[config.mk]
export PLATFORM = sky130hd
export DESIGN_NAME = jk_ff_bank
export DESIGN_NICKNAME = d
export VERILOG_FILES = /design/src/rtl/jk_ff_bank.sv
export SDC_FILE = /design/constraint.sdc
export NUM_CORES = 1
export LEC_CHECK = 0
export BUFFER_PORTS_ARGS = -buffer_cell sky130_fd_sc_hd__buf_2
export CAP_MARGIN = 20
export CORE_MARGIN = 2
export CORE_UTILIZATION = 48
export CTS_CLUSTER_DIAMETER = 120
export CTS_CLUSTER_SIZE = 8
export DETAILED_ROUTE_END_ITERATION = 16
export PLACE_DENSITY = 0.7
export SLEW_MARGIN = 20
export SYNTH_ARGS = -nofsm -noshare
export SYNTH_HDL_FRONTEND = slang
export SYNTH_SLANG_ARGS = --single-unit
[constraint.sdc]
create_clock -name clk -period 2.6 [get_ports clk]
set_input_delay 0.26 -clock clk [delete_from_list [all_inputs] [get_ports clk]]
set_output_delay 0.26 -clock clk [all_outputs]
set_load 0.02 [all_outputs]
[src/rtl/jk_ff_bank.sv]
// Bank of WIDTH flip-flops, each acting as a JK, D, T or SR flop depending on a shared run-time mode.
// Latency: q, err_bits, sr_err and chg_cnt update one clock after the sampling edge; qb follows q combinationally.
// Backpressure: none; en=0 freezes q, sr_err and chg_cnt, and clr overrides en.
//
// Ports:
//   clk      rising-edge clock
//   rst      asynchronous active-high reset (loads RST_VAL, clears flags and counter)
//   en       clock enable; when low, q, sr_err and chg_cnt hold
//   clr      synchronous clear, higher priority than en
//   mode     00=JK, 01=D, 10=T, 11=SR, shared by all bits
//   j        per-bit J / D / T / S input
//   k        per-bit K / R input (unused in D and T modes)
//   q, qb    bank state and its complement
//   err_bits bits that saw S=R=1 on the most recent edge
//   sr_err   sticky flag, set by any illegal SR bit, cleared only by clr or rst
//   chg_cnt  saturating count of enabled edges on which q changed

module jk_ff_bank #(
    parameter int                 WIDTH   = 8,
    parameter logic [WIDTH-1:0]   RST_VAL = '0,
    parameter int                 CNT_W   = 16
) (
    input  logic             clk,
    input  logic             rst,
    input  logic             en,
    input  logic             clr,
    input  logic [1:0]       mode,
    input  logic [WIDTH-1:0] j,
    input  logic [WIDTH-1:0] k,
    output logic [WIDTH-1:0] q,
    output logic [WIDTH-1:0] qb,
    output logic [WIDTH-1:0] err_bits,
    output logic             sr_err,
    output logic [CNT_W-1:0] chg_cnt
);

    localparam logic [1:0] MODE_JK = 2'b00;
    localparam logic [1:0] MODE_D  = 2'b01;
    localparam logic [1:0] MODE_T  = 2'b10;
    localparam logic [1:0] MODE_SR = 2'b11;

    localparam logic [CNT_W-1:0] CNT_MAX = '1;
    localparam logic [CNT_W-1:0] CNT_ONE = 1;

    logic [WIDTH-1:0] next_q;
    logic [WIDTH-1:0] next_err;

    // Per-bit next state for an enabled edge. Each bit is decoded on its own
    // from {j[i], k[i]}; the mode only selects which truth table applies.
    always_comb begin
        next_q   = q;
        next_err = '0;
        for (int i = 0; i < WIDTH; i++) begin
            case (mode)
                MODE_JK: begin
                    case ({j[i], k[i]})
                        2'b01:   next_q[i] = 1'b0;
                        2'b10:   next_q[i] = 1'b1;
                        2'b11:   next_q[i] = ~q[i];
                        default: next_q[i] = q[i];
                    endcase
                end
                MODE_D: begin
                    next_q[i] = j[i];
                end
                MODE_T: begin
                    next_q[i] = q[i] ^ j[i];
                end
                MODE_SR: begin
                    case ({j[i], k[i]})
                        2'b01:   next_q[i] = 1'b0;
                        2'b10:   next_q[i] = 1'b1;
                        // S=R=1 is undefined for a real SR latch: keep the
                        // old value and report the bit instead of guessing.
                        2'b11: begin
                            next_q[i]   = q[i];
                            next_err[i] = 1'b1;
                        end
                        default: next_q[i] = q[i];
                    endcase
                end
                default: next_q[i] = q[i];
            endcase
        end
    end

    always_ff @(posedge clk or posedge rst) begin
        if (rst) begin
            q        <= RST_VAL;
            err_bits <= '0;
            sr_err   <= 1'b0;
            chg_cnt  <= '0;
        end else if (clr) begin
            q        <= RST_VAL;
            err_bits <= '0;
            sr_err   <= 1'b0;
            chg_cnt  <= '0;
        end else if (en) begin
            q        <= next_q;
            err_bits <= next_err;
            if (next_err != '0) begin
                sr_err <= 1'b1;
            end
            // One count per edge, however many bits flipped; stick at max.
            if ((next_q != q) && (chg_cnt != CNT_MAX)) begin
                chg_cnt <= chg_cnt + CNT_ONE;
            end
        end else begin
            // err_bits describes only the latest edge, so an idle edge clears it.
            err_bits <= '0;
        end
    end

    assign qb = ~q;

endmodule

==> key figures <==
Run status
  • Status: finished clean

Power
  • Pwr Total: 1.23 mW
  • Int Pwr: roughly 0.83 mW
  • Comb pwr share: 24.6%
  • Max VDD drop: about 250 µV
  • Clock Power Share: a little under a third
  • Psw: around 0.40 mW
  • Sw Share: around a third
  • Leakage: around 1.5 nW
  • Power per cell area: 419 mW/mm²
  • Sequential share of power: 44.8%

Clocking
  • Post-CTS resize count: 0
  • Worst-Skew Late Latency: between 0.2 and 0.3 ns
  • Htree depth: 2
  • Clock slew at reported path FFs: 0.08 ns
  • CTS Sinks: 33
  • Post-CTS Hold Buffers: 0
  • Clk buf depth: 2
  • Clock Root Buffer: clkbuf_8
  • Inserted Clock Buffers: 5
  • Post-CTS setup repair buffer count: 0
  • CTS tree: yes

STA
  • Max Clk Rate: 413 MHz
  • Slew headroom: 55.2%
  • Worst setup margin: approximately 0.18 ns
  • Final Cycle Share: between 90% and 100%
  • Clock period minus worst slack: 2.42 ns
  • Setup TNS: 0 ns
  • Worst-margin pin slew: ~0.67 ns
  • Final Hold Vio Count: 0
  • Final Max Tran Viols: 0
  • RSZ-0062 raised after global routing: false
  • Fin Clk Skew: 0.0117 ns
  • Setup Viol. Count Final: 0

Worst setup path
  • Arrival time at the worst endpoint: between 2 and 3 ns
  • Crit end category: register
  • WS Path Type: register to register
  • Setup crit end: chg_cnt[14]
  • Reg2reg setup slack: between 0.15 and 0.2 ns
  • Worst R2R End: chg_cnt[14]
  • Required @ worst endpoint: between 2 and 3 ns
  • Crit-path max FO: 9
  • Crit path launch: q[0]
  • Reg-to-reg startpoint: q[0]
  • Worst r2r path cells: 8
  • Nature of the critical path startpoint: register

GRT
  • Vias in the first global route: 2036
  • All-Layer GR Usage: between 20% and 30%
  • First-pass GRT wire length: roughly 9600 µm
  • Largest net degree at the start of global routing: just over 40
  • Initial antenna violation count: 0
  • Grt ovf: 0

Place
  • DP Worst Slack: -0.0192 ns
  • Placer Congestion: 0.830
  • Placed Instances: roughly 400
  • HPWL Detailed: between 4000 and 5000 µm
  • Port bufs: 62

Detailed routing
  • # DRC: 0
  • Initial drt markers: 73
  • Post-Route WL: 5820 µm
  • Post-DR wirelength/cell: approximately 14 µm
  • Vias: between 2000 and 2500
  • Post-route ant nets: 0
  • DRT Pass-1 Iters: 5
  • DR vias/cell: between 5 and 6

Logic synthesis
  • Post-synthesis instance area: 0.00246 mm²
  • Area contributors post-synth: dfrtp_1 34%, ha_1 8.6%, nor2_1 5.6%
  • Top-area cell type share of the netlist area: between 30% and 40%
  • Synth Instances: between 200 and 300
  • Cell taking the most area after synthesis: dfrtp_1
  • YS warnings: 0
  • Yosys reg bits: 33
  • Post-synth EDFFs: 0
  • Avg Inst Size Synth: just under 9 µm²
  • Synth cell count leaders: 37 x nor2_1, 33 x dfrtp_1, 19 x inv_1
  • Library cells used by synthesis: 50
  • Asr flop ratio synth: 100%
  • Count leader, synth: nor2_1
  • Sequential share of the synthesized area: between 30% and 40%
  • Top_reg_cell synth: dfrtp_1
  • Post-Syn Nets: ~320

Floorplanning
  • Initial core utilization: 48.9%
  • Die area: ~0.0057 mm²
  • Core Region: a little over 0.005 mm²
  • Die Span X: roughly 76 µm
  • Chip height: ~76 µm
  • FP Rows: 26
  • Top Ports: 63

Final layout
  • Number of fill cells: approximately 480
  • Area delta synth->final: 19.0%
  • Final Core Density: roughly 58%
  • ANT cells: 0
  • Ratio of cells with drive above 1 in the final layout: roughly 25%
  • Total Nets Final: around 380
  • Post-Layout Cell Count: just over 400

Flow run
  • Max-cap check violation count: 0

Hold path
  • HP Class: input pin to asynchronous set/reset pin
## worst min path at each step
stage	to	slack [ns]	startpoint	cells past startpoint
2_1_floorplan	chg_cnt[0]	0.39	rst	1
3_3_place_gp	err_bits[5]	0.38	rst	3
3_5_place_dp	err_bits[6]	0.39	rst	3
4_1_cts	q[6]	0.09	rst	3
5_1_grt	chg_cnt[9]	0.13	rst	3
6_report	q[6]	0.06	rst	3
## power by group through the flow
stage	clock (mW)	sequential (mW)	combinational, mW
5_1_grt	0.408	0.554	0.338
3_3_place_gp	0	0.560	0.296
4_1_cts	0.384	0.550	0.304
3_5_place_dp	0	0.560	0.302
6_report	0.376	0.551	0.302
2_1_floorplan	0	0.575	0.187
## registers in the layout (all words and copies together) (netlist names)
name	flops
chg_cnt	16
err_bits	8
q	8
sr_err	1
## routing by layer
layer / track usage (%) / vias up / part of all wire (%)
li1: - / 1131 / -
met1: 31.2 / 1065 / 47
met2: 34.6 / 67 / 47
met3: 3.44 / 2 / 5.3
met4: 3.70 / 0 / 0.24
met5: 0 / - / 0
## final cells by class
type	instances	area [µm²]	area share, %
clock buffer	6	72.6	2.47
clock inverter	2	10.0	0.341
inverter	20	75.1	2.56
multi-input combinational	212	1480	50.4
sequential	33	826	28.1
tap	70	87.6	2.99
timing repair buffer	72	385	13.1
## worst max-delay path: stages (launching register included)
cell and delay (ns):
dfrtp_1 0.46, nand4bb_1 0.16, o31ai_1 0.08, o41ai_1 0.48, and4_1 0.29, a41oi_2 0.17
buf_4 0.21, nand4_1 0.10, mux2_1 0.33
## per-stage QoR
step           instance area [µm²]  hold slack [ns]
2_1_floorplan                 2460            0.389
3_3_place_gp                  2850            0.376
3_5_place_dp                  2850            0.390
4_1_cts                       2930           0.0882
5_1_grt                       2930            0.127
6_report                      2930           0.0599
## layout by cell type, fill, tap and decap left out, drive strengths merged, types with 7 or more instances in the layout
master / count
a21oi: 17
and2: 9
buf: 72
dfrtp: 33
ha: 17
inv: 20
mux2: 12
mux2i: 9
nand2: 9
nand2b: 9
nand4: 7
nor2: 37
nor2b: 10
nor3: 10
o21ai: 7
## cells by family (layout without fill, tap and decap cells)
| family | after synthesis | count (layout) | synth area share (%) |
|---|---|---|---|
| compound gates | 57 | 57 | 15.9 |
| buf+inv | 35 | 100 | 6.55 |
| simple gates | 115 | 115 | 25.6 |
| mux | 21 | 21 | 9.14 |
| flops | 33 | 33 | 33.5 |
| fa+ha+maj | 17 | 17 | 8.63 |
| xor+xnor | 2 | 2 | 0.711 |
Note: power is estimated with default switching activity, not from simulation.
